<file path="src/rtl/mib_slave_bridge.sv">
// MIB slave bridge: decodes MIB address/data phases for this FPGA's address nibble and
// runs one local cmd-bus transaction per transfer. Optional counters: MIB_SLAVE_STATS_EN.
module mib_slave_bridge #(
    parameter logic [3:0]  P_SLAVE_MSN            = 4'h0,
    parameter int          P_CMD_ACK_TIMEOUT_CLKS = 16,
    parameter logic [31:0] P_TIMEOUT_RDATA        = 32'hDEAD_BEEF
) (
    input  logic        i_sysclk,
    input  logic        i_arst_n,
    input  logic        i_mib_start,
    input  logic        i_mib_rd_wr_n,
    input  logic [15:0] i_mib_ad,
    output logic [15:0] o_mib_ad,
    output logic        o_mib_ad_oe,
    output logic        o_mib_slave_ack,
    output logic        o_cmd_sel,
    output logic        o_cmd_rd_wr_n,
    output logic [19:0] o_cmd_byte_addr,
    output logic [31:0] o_cmd_wdata,
    input  logic        i_cmd_ack,
    input  logic [31:0] i_cmd_rdata,
    output logic        o_cmd_timeout
`ifdef MIB_SLAVE_STATS_EN
    ,
    output logic [15:0] o_stat_wr_cnt,
    output logic [15:0] o_stat_rd_cnt,
    output logic [15:0] o_stat_to_cnt
`endif
);

    localparam int CNT_W = $clog2(P_CMD_ACK_TIMEOUT_CLKS + 1);
    localparam logic [CNT_W-1:0] CNT_LAST = CNT_W'(P_CMD_ACK_TIMEOUT_CLKS - 1);

    typedef enum logic [3:0] {
        ST_IDLE    = 4'd0,
        ST_ADDR2   = 4'd1,
        ST_WR_HI   = 4'd2,
        ST_WR_LO   = 4'd3,
        ST_WR_CMD  = 4'd4,
        ST_RD_CMD  = 4'd5,
        ST_RD_TURN = 4'd6,
        ST_RD_HI   = 4'd7,
        ST_RD_LO   = 4'd8,
        ST_SKIP    = 4'd9
    } state_t;

    logic [1:0]       rst_sync_r;
    logic             rst_n_s;
    state_t           state_r;
    state_t           state_s;
    logic [CNT_W-1:0] cnt_r;
    logic [CNT_W-1:0] cnt_s;
    logic             rd_wr_n_r;
    logic [3:0]       addr_hi_r;
    logic [15:0]      addr_lo_r;
    logic [15:0]      wdata_hi_r;
    logic [31:0]      rdata_r;
    logic             cmd_sel_s;
    logic [19:0]      cmd_addr_s;
    logic [31:0]      cmd_wdata_s;
    logic             wr_ack_s;
    logic             timeout_s;
    logic             rdata_ld_s;
    logic [31:0]      rdata_nxt_s;
    logic             rd_drive_s;

    // Reset synchronizer: asynchronous assertion, deassertion aligned to i_sysclk
    always_ff @(posedge i_sysclk or negedge i_arst_n) begin
        if (!i_arst_n) begin
            rst_sync_r <= 2'b00;
        end else begin
            rst_sync_r <= {rst_sync_r[0], 1'b1};
        end
    end

    assign rst_n_s = rst_sync_r[1];

    // Next-state and per-cycle strobes for the MIB/cmd sequencing
    always_comb begin
        state_s     = state_r;
        cnt_s       = {CNT_W{1'b0}};
        cmd_sel_s   = 1'b0;
        cmd_addr_s  = {addr_hi_r, addr_lo_r};
        cmd_wdata_s = {wdata_hi_r, i_mib_ad};
        wr_ack_s    = 1'b0;
        timeout_s   = 1'b0;
        rdata_ld_s  = 1'b0;
        rdata_nxt_s = P_TIMEOUT_RDATA;
        case (state_r)
            ST_IDLE: begin
                if (i_mib_start) begin
                    if (i_mib_ad[7:4] == P_SLAVE_MSN) begin
                        state_s = ST_ADDR2;
                    end else begin
                        state_s = ST_SKIP;
                    end
                end else begin
                    state_s = ST_IDLE;
                end
            end
            ST_SKIP: state_s = ST_IDLE;
            ST_ADDR2: begin
                // Read request goes out while the low address is still on the bus
                cmd_addr_s = {addr_hi_r, i_mib_ad};
                if (rd_wr_n_r) begin
                    state_s   = ST_RD_CMD;
                    cmd_sel_s = 1'b1;
                end else begin
                    state_s = ST_WR_HI;
                end
            end
            ST_WR_HI: state_s = ST_WR_LO;
            ST_WR_LO: begin
                state_s   = ST_WR_CMD;
                cmd_sel_s = 1'b1;
            end
            ST_WR_CMD: begin
                if (i_cmd_ack) begin
                    state_s  = ST_IDLE;
                    wr_ack_s = 1'b1;
                end else if (cnt_r == CNT_LAST) begin
                    state_s   = ST_IDLE;
                    wr_ack_s  = 1'b1;
                    timeout_s = 1'b1;
                end else begin
                    cnt_s = cnt_r + {{(CNT_W-1){1'b0}}, 1'b1};
                end
            end
            ST_RD_CMD: begin
                if (i_cmd_ack) begin
                    state_s     = ST_RD_TURN;
                    rdata_ld_s  = 1'b1;
                    rdata_nxt_s = i_cmd_rdata;
                end else if (cnt_r == CNT_LAST) begin
                    state_s    = ST_RD_TURN;
                    rdata_ld_s = 1'b1;
                    timeout_s  = 1'b1;
                end else begin
                    cnt_s = cnt_r + {{(CNT_W-1){1'b0}}, 1'b1};
                end
            end
            ST_RD_TURN: state_s = ST_RD_HI;
            ST_RD_HI:   state_s = ST_RD_LO;
            ST_RD_LO:   state_s = ST_IDLE;
            default:    state_s = ST_IDLE;
        endcase
    end

    assign rd_drive_s = (state_s == ST_RD_HI) || (state_s == ST_RD_LO);

    // State register, timeout counter and captured address/data phases
    always_ff @(posedge i_sysclk or negedge rst_n_s) begin
        if (!rst_n_s) begin
            state_r    <= ST_IDLE;
            cnt_r      <= {CNT_W{1'b0}};
            rd_wr_n_r  <= 1'b0;
            addr_hi_r  <= 4'h0;
            addr_lo_r  <= 16'h0000;
            wdata_hi_r <= 16'h0000;
            rdata_r    <= 32'h0000_0000;
        end else begin
            state_r <= state_s;
            cnt_r   <= cnt_s;
            if ((state_r == ST_IDLE) && i_mib_start) begin
                rd_wr_n_r <= i_mib_rd_wr_n;
                addr_hi_r <= i_mib_ad[3:0];
            end
            if (state_r == ST_ADDR2) begin
                addr_lo_r <= i_mib_ad;
            end
            if (state_r == ST_WR_HI) begin
                wdata_hi_r <= i_mib_ad;
            end
            if (rdata_ld_s) begin
                rdata_r <= rdata_nxt_s;
            end
        end
    end

    // Registered MIB and cmd-bus outputs; nothing reaches a pad combinationally
    always_ff @(posedge i_sysclk or negedge rst_n_s) begin
        if (!rst_n_s) begin
            o_mib_ad        <= 16'h0000;
            o_mib_ad_oe     <= 1'b0;
            o_mib_slave_ack <= 1'b0;
            o_cmd_sel       <= 1'b0;
            o_cmd_rd_wr_n   <= 1'b0;
            o_cmd_byte_addr <= 20'h00000;
            o_cmd_wdata     <= 32'h0000_0000;
            o_cmd_timeout   <= 1'b0;
        end else begin
            o_mib_ad_oe     <= rd_drive_s;
            o_mib_slave_ack <= wr_ack_s | rd_drive_s;
            o_cmd_sel       <= cmd_sel_s;
            o_cmd_timeout   <= timeout_s;
            if (state_s == ST_RD_HI) begin
                o_mib_ad <= rdata_r[31:16];
            end else if (state_s == ST_RD_LO) begin
                o_mib_ad <= rdata_r[15:0];
            end else begin
                o_mib_ad <= 16'h0000;
            end
            if (cmd_sel_s) begin
                o_cmd_rd_wr_n   <= rd_wr_n_r;
                o_cmd_byte_addr <= cmd_addr_s;
                if (!rd_wr_n_r) begin
                    o_cmd_wdata <= cmd_wdata_s;
                end
            end
        end
    end

`ifdef MIB_SLAVE_STATS_EN
    logic [15:0] stat_wr_cnt_r;
    logic [15:0] stat_rd_cnt_r;
    logic [15:0] stat_to_cnt_r;

    // Saturating transaction counters
    always_ff @(posedge i_sysclk or negedge rst_n_s) begin
        if (!rst_n_s) begin
            stat_wr_cnt_r <= 16'h0000;
            stat_rd_cnt_r <= 16'h0000;
            stat_to_cnt_r <= 16'h0000;
        end else begin
            if (wr_ack_s && (stat_wr_cnt_r != 16'hFFFF)) begin
                stat_wr_cnt_r <= stat_wr_cnt_r + 16'h0001;
            end
            if ((state_r == ST_RD_LO) && (stat_rd_cnt_r != 16'hFFFF)) begin
                stat_rd_cnt_r <= stat_rd_cnt_r + 16'h0001;
            end
            if (timeout_s && (stat_to_cnt_r != 16'hFFFF)) begin
                stat_to_cnt_r <= stat_to_cnt_r + 16'h0001;
            end
        end
    end

    assign o_stat_wr_cnt = stat_wr_cnt_r;
    assign o_stat_rd_cnt = stat_rd_cnt_r;
    assign o_stat_to_cnt = stat_to_cnt_r;
`endif

endmodule

</file>
<file path="config.mk">
export PLATFORM = sky130hd
export DESIGN_NAME = mib_slave_bridge
export DESIGN_NICKNAME = d
export VERILOG_FILES = /design/src/rtl/mib_slave_bridge.sv
export SDC_FILE = /design/constraint.sdc
export NUM_CORES = 1
export LEC_CHECK = 0
export ABC_AREA = 1
export ABC_CLOCK_PERIOD_IN_PS = 12250
export CAP_MARGIN = 20
export CORE_MARGIN = 4
export CORE_UTILIZATION = 45
export DETAILED_ROUTE_END_ITERATION = 12
export PLACE_DENSITY = 0.72
export SLEW_MARGIN = 10
export SYNTH_ARGS = -nofsm -noshare
export SYNTH_HDL_FRONTEND = slang
export SYNTH_SLANG_ARGS = --single-unit
export TNS_END_PERCENT = 5
</file>
<file path="constraint.sdc">
create_clock -name i_sysclk -period 12.25 [get_ports i_sysclk]
set_input_delay 2.45 -clock i_sysclk [delete_from_list [all_inputs] [get_ports i_sysclk]]
set_output_delay 2.45 -clock i_sysclk [all_outputs]
set_load 0.005 [all_outputs]
</file>
==> impl_metrics.yaml, run 1 <==
status:
  status: "finished, final reports clean"
worst_setup_path:
  worstPathRequired_ps: 12600
  worstSetupEndpointType: "flop"
  timing.setup.critical_path_class: "primary input to flop"
  timing.critical_path.fanout_max: 33
  timing.critical_path.arrival_ps: 5350
  cp-start-kind: "primary input"
pwr:
  power.density_cell_area_nw_per_um2: 234
  p_leak_nw: 4.00
  worst_supply_voltage_drop_on_vdd_uv: 92.1
  totalPowerFinal_mw: 1.88
routing:
  via_per_inst: 5.03
  met2_length_um: 7010
  postRouteAntennaNets: 0
  wl_per_cell_um: 14.7
  drc_errors: 0
  finalWirelength_um: 14300
  top_layer_used: "met4"
  firstDrtPassIters: 5
  met3_length_um: 860
  drtIter0Drc: 344
  dr_total_vias: 4880
  wirelength_met1_um: 6210
cells_and_area:
  flow.area_growth_from_synthesis_pct: 31.7
  finalNetCount: 837
  proportion_of_layout_cells_with_a_drive_suffix_above_1_pct: 8.68
  antennaDiodeCount: 0
logic_synthesis:
  yosysWarningCount: 0
  postSynthCellCount: 667
  cell_with_the_most_instances_after_synthesis: "sky130_fd_sc_hd__nand2_1"
  synth_nets: 721
  ys_seq_elements: 153
  mappedNetlistArea_sq_um: 6080
  synthTopCellsByCount: "247 x sky130_fd_sc_hd__nand2_1, 153 x sky130_fd_sc_hd__dfrtp_1, 86 x sky130_fd_sc_hd__nand3_1"
  netlist_top_cells_area: "sky130_fd_sc_hd__dfrtp_1 63%, sky130_fd_sc_hd__nand2_1 15%, sky130_fd_sc_hd__nand3_1 7.1%"
  synth.lib_cells_used.distinct: 24
  seq_area_frac_synth_pct: 63.0
  synth.avg_cell_area_sq_um: 9.11
  synth_enable_flop_cells: 0
  post-synth-top-area-fraction_pct: 63.0
  synthDominantAreaCellType: "sky130_fd_sc_hd__dfrtp_1"
  ys_async_sr_fraction_pct: 100
  synth_flop_cell: "sky130_fd_sc_hd__dfrtp_1"
clock_network:
  tritoncts: "done"
  cts_inserted_buffers: 17
  worstSkewPairLatency_ps: 420
  cts_num_sinks: 153
  path_clk_slew_ps: 60
  cts_post_setup_buffers_inserted: 0
  htree_levels: 4
  cts.root.buffer_cell: "sky130_fd_sc_hd__clkbuf_16"
  cts_buffer_depth: 2
  postCtsHoldBufs: 0
  post_cts_resized: 0
sta:
  max_clock_freq_mhz: 200
  timing.final.setup_violations: 0
  timing.final.hold_violations: 0
  finClkSkew_ps: 5.93
  final_slew_viol_count: 0
  worst_margin_slew_ps: 1060
  final.min_clock_period_ps: 4990
  fin_crit_sh_pct: 40.8
  maxSlewHeadroom_pct: 29.3
  grt_setup_unrepaired: "false"
  worst_slack_ps: 7260
  totalNegativeSetupSlack_ps: 0
floorplanning:
  core_sq_um: 13200
  initial_util_pct: 45.9
  die_area_sq_um: 15400
  die_height_um: 124
  floorplan.die.width_um: 124
  boundaryPins: 126
  fp-row-count: 42
global_route:
  grt_antenna_before_repair: 0
  gr-total-overflow: 0
  grt_pass1_wl_um: 23700
  grt_max_degree: 88
  grt_util_all_layers_pct: 18.9
  via_count_of_the_first_global_routing_pass: 4850
placement:
  routability_driven_placement_congestion_ratio: 0.749
  hpwlAfterDp_um: 9630
  worst_slack_at_placement_ps: 6850
  numPortBuffers: 125
worst_hold_path:
  hp-class: "flop to flop"
run:
  cap_viol_max_count: 0
-- sequential cells by signal (all words and copies together), names as in the netlist, 2 cells and up --
| name | flops |
|---|---|
| o_cmd_wdata | 32 |
| rdata_r | 32 |
| o_cmd_byte_addr | 20 |
| addr_lo_r | 16 |
| o_mib_ad | 16 |
| wdata_hi_r | 16 |
| cnt_r | 5 |
| addr_hi_r | 4 |
| state_r | 4 |
| rst_sync_r | 2 |
-- worst max-delay path: stages --
cell and delay (ps):
sky130_fd_sc_hd__clkdlybuf4s50_1 390, sky130_fd_sc_hd__inv_1 490, sky130_fd_sc_hd__nand2_1 690, sky130_fd_sc_hd__nand2_1 1020, sky130_fd_sc_hd__nand2_1 180, sky130_fd_sc_hd__nand2_1 120
-- metrics by stage --
step                      area (sq um)  hold slack [ps]  std cells  util [%]
after global placement            7440              342        938      56.2
after global routing              8010              365        971      60.5
after detailed placement          7460              340        939      56.4
after floorplan                   6080              331        667         -
final                             8010              353        971      60.5
after CTS                         7980              357        970      60.3
-- logic make-up (layout without fill, tap and decap cells) --
group / after synthesis / after routing / synth area share [%]
AO/OA/AOI/OAI: 56 / 56 / 4.65
XOR/XNOR: 2 / 2 / 0.288
adder cells (fa/ha/maj): 1 / 1 / 0.206
buffers and inverters: 78 / 206 / 5.10
flip-flops: 153 / 153 / 63.0
other: 1 / 1 / 0.0617
AND/OR/NAND/NOR: 376 / 376 / 26.7
-- report_power, final --
part | total, mW | internal [mW] | switching, mW | leakage (nW)
clock | 0.460 | 0.266 | 0.195 | 0.251
sequential | 0.823 | 0.708 | 0.115 | 1.92
combinational | 0.593 | 0.277 | 0.316 | 1.83
total | 1.88 | 1.25 | 0.625 | 4.00
-- worst paths after layout --
kind	from	end	slack (ps)	cells past startpoint
min in group asynchronous	rst_sync_r[1]$_DFF_PN0_	wdata_hi_r[13]$_DFFE_PN0P_	430	0
max	i_cmd_ack	rdata_r[28]$_DFFE_PN0P_	7260	6
max in group asynchronous	i_arst_n	rst_sync_r[1]$_DFF_PN0_	9930	1
max reg2reg	cnt_r[0]$_DFF_PN0_	rdata_r[28]$_DFFE_PN0P_	9380	6
min	rst_sync_r[0]$_DFF_PN0_	rst_sync_r[1]$_DFF_PN0_	350	0
min reg2reg	rst_sync_r[0]$_DFF_PN0_	rst_sync_r[1]$_DFF_PN0_	350	0
-- metal layers --
metal / track usage (%) / up-vias
met5: 0 / -
met2: 30.4 / 162
met1: 24.1 / 2363
met4: 6.38 / 0
li1: - / 2335
met3: 6.62 / 20
-- area by class of cell --
cell class / instances / area (sq um)
repair buffers: 130 / 1330
flip-flops and latches: 153 / 3830
multi-input cells: 436 / 1940
fillers: 1146 / 5240
well taps: 176 / 220
inverters: 45 / 169
clock inverters: 9 / 52.6
clock buffers: 22 / 464
-- cells in the final DEF (no fill, tap or decap), drive strengths merged --
| master | n |
|---|---|
| nor2 | 14 |
| clkinvlp | 3 |
| dfrtp | 153 |
| conb | 1 |
| clkbuf | 22 |
| or2 | 24 |
| nor3 | 1 |
| inv | 45 |
| clkinv | 6 |
| clkdlybuf4s50 | 125 |
| ha | 1 |
| nand2 | 248 |
| nand4 | 2 |
| a21oi | 1 |
| nand3 | 87 |
| xnor2 | 1 |
| o211ai | 1 |
| xor2 | 1 |
| buf | 5 |
| o21ai | 54 |
(Power assumes the default switching activity.)
==> run 2: changes to the inputs <==
ABC_CLOCK_PERIOD_IN_PS = 4950   (was 12250)
clock period = 4.95 ns   (was 12.25 ns; I/O delays follow)
==> run 2 against run 1 <==
Register-to-register slack worse by 7300 ps. Via count down 1.6%. Global-route usage up 0.13 points. Worst hold slack better by 9.4 ps. Worst setup slack worse by 5600 ps. Clock power rose to 2.7 times the previous value. Routed wire length down 1.1%. Utilization up 0.29 points. Largest power group unchanged.
==> impl_metrics.yaml, run 2 (synthesized netlist as in run 1, its figures left out) <==
clock_network:
  worstSkewPairLatency_ps: 420
  post_cts_resized: 0
  cts_num_sinks: 153
  tritoncts: "done"
  htree_levels: 4
  postCtsHoldBufs: 0
  cts.root.buffer_cell: "sky130_fd_sc_hd__clkbuf_16"
  cts_buffer_depth: 2
  cts_inserted_buffers: 17
  path_clk_slew_ps: 60
  cts_post_setup_buffers_inserted: 0
worst_setup_path:
  worstPathRequired_ps: 5240
  timing.setup.critical_path_class: "primary input to flop"
  critical_path.most_common_cell: "sky130_fd_sc_hd__nand2_1"
  critical_path.max_stage_delay_ps: 880
  timing.critical_path.arrival_ps: 3590
  crit_cells: 7
  crit_path_cell_trace: "clkdlybuf4s50_1 > inv_1 > buf_4 > nand2_1 > nand2_1 > nand2_1 > nand2_1"
  cp-start-kind: "primary input"
  timing.critical_path.buf_inv: 3
  critical-path-slowest-cell: "sky130_fd_sc_hd__nand2_1"
  r2r_cells: 6
  worstSetupEndpointType: "flop"
  timing.critical_path.fanout_max: 33
  path_delay_family: "simple AND/OR/NAND/NOR gates"
sta:
  final.min_clock_period_ps: 3300
  totalNegativeSetupSlack_ps: 0
  worst_hold_slack_ps: 363
  timing.final.hold_violations: 0
  fin_crit_sh_pct: 66.7
  worst_slack_ps: 1650
  maxSlewHeadroom_pct: 28.3
  timing.final.setup_violations: 0
  max_clock_freq_mhz: 303
  final_slew_viol_count: 0
  worst_margin_slew_ps: 1070
  grt_setup_unrepaired: "false"
  finClkSkew_ps: 9.93
pwr:
  totalPowerFinal_mw: 4.74
  power.density_cell_area_nw_per_um2: 589
  worst_supply_voltage_drop_on_vdd_uv: 249
  p_leak_nw: 4.02
cells_and_area:
  final_instance_area_sq_um: 8050
  biggestRegsByFlops: "o_cmd_wdata x32, rdata_r x32, o_cmd_byte_addr x20"
  final_cell_mix: "247 x sky130_fd_sc_hd__nand2_1, 152 x sky130_fd_sc_hd__dfrtp_1, 125 x sky130_fd_sc_hd__clkdlybuf4s50_1, 86 x sky130_fd_sc_hd__nand3_1, 41 x sky130_fd_sc_hd__inv_1"
  antennaDiodeCount: 0
  final_common_cell: "sky130_fd_sc_hd__nand2_1"
  flow.area_growth_from_synthesis_pct: 32.4
  finalNetCount: 837
  proportion_of_layout_cells_with_a_drive_suffix_above_1_pct: 8.92
routing:
  dr_total_vias: 4801
  wl_per_cell_um: 14.5
  firstDrtPassIters: 4
  finalWirelength_um: 14100
  via_per_inst: 4.94
  drtIter0Drc: 357
  postRouteAntennaNets: 0
  drc_errors: 0
placement:
  numPortBuffers: 125
  routability_driven_placement_congestion_ratio: 0.778
  worst_slack_at_placement_ps: 1270
  placed_instance_area_sq_um: 7460
  hpwlAfterDp_um: 9750
global_route:
  grt_pass1_wl_um: 24000
  grt_antenna_before_repair: 0
  via_count_of_the_first_global_routing_pass: 4941
  grt_util_all_layers_pct: 19.1
  grt_max_degree: 71
  gr-total-overflow: 0
floorplanning:
  die_area_sq_um: 15400
  fp-row-count: 42
  floorplan.die.width_um: 124
  initial_util_pct: 45.9
  die_height_um: 124
  boundaryPins: 126
  core_sq_um: 13200
status:
  status: "finished, final reports clean"
run:
  cap_viol_max_count: 0
worst_hold_path:
  hp-class: "flop to flop"
  min_path_cells: 0
run 2: per-stage QoR:
| step | utilization (%) | cells |
|---|---|---|
| final | 60.8 | 972 |
| after global routing | 60.8 | 972 |
| after CTS | 60.8 | 972 |
| after detailed placement | 56.4 | 940 |
| after global placement | 56.2 | 939 |
| after floorplan | - | 667 |
run 2: cell type report:
| type | instances | area [sq um] |
|---|---|---|
| inverter | 45 | 169 |
| sequential | 153 | 3830 |
| timing repair buffer | 130 | 1300 |
| clock inverter | 11 | 123 |
| clock buffer | 21 | 460 |
| tap | 176 | 220 |
| multi-input combinational | 436 | 1940 |
| fill | 1105 | 5200 |
run 2: final timing paths:
path                                              start                         endpoint  slack, ps
worst min-delay path            rst_sync_r[0]$_DFF_PN0_          rst_sync_r[1]$_DFF_PN0_        360
worst max-delay path                          i_cmd_ack          rdata_r[18]$_DFFE_PN0P_       1650
worst max register to register       cnt_r[0]$_DFF_PN0_          rdata_r[18]$_DFFE_PN0P_       2050
max in group asynchronous       rst_sync_r[1]$_DFF_PN0_  o_cmd_byte_addr[19]$_DFFE_PN0P_       3160
worst min register to register  rst_sync_r[0]$_DFF_PN0_          rst_sync_r[1]$_DFF_PN0_        360
min in group asynchronous       rst_sync_r[1]$_DFF_PN0_      o_cmd_wdata[30]$_DFFE_PN0P_        440
run 2: metal layers:
metal | part of all wire (%) | global-route usage [%] | up-vias | wire length (um)
met4 | 2.2 | 8.06 | 0 | 306
met5 | 0 | 0 | - | 0
li1 | - | - | 2334 | -
met3 | 5.7 | 4.94 | 27 | 810
met2 | 49 | 30.3 | 153 | 6870
met1 | 43 | 24.9 | 2287 | 6150
run 2: worst reg2reg max path, stage by stage (launching register included):
cell                      delay [ps]
sky130_fd_sc_hd__dfrtp_1         370
sky130_fd_sc_hd__ha_1            220
sky130_fd_sc_hd__nand4_1         220
sky130_fd_sc_hd__nand2_1         670
sky130_fd_sc_hd__nand2_1         890
sky130_fd_sc_hd__nand2_1         300
sky130_fd_sc_hd__nand2_1         100
run 2: power by group:
group          internal, mW  switching (mW)
Sequential             1.75           0.286
Clock                 0.767           0.492
Combinational         0.676           0.769
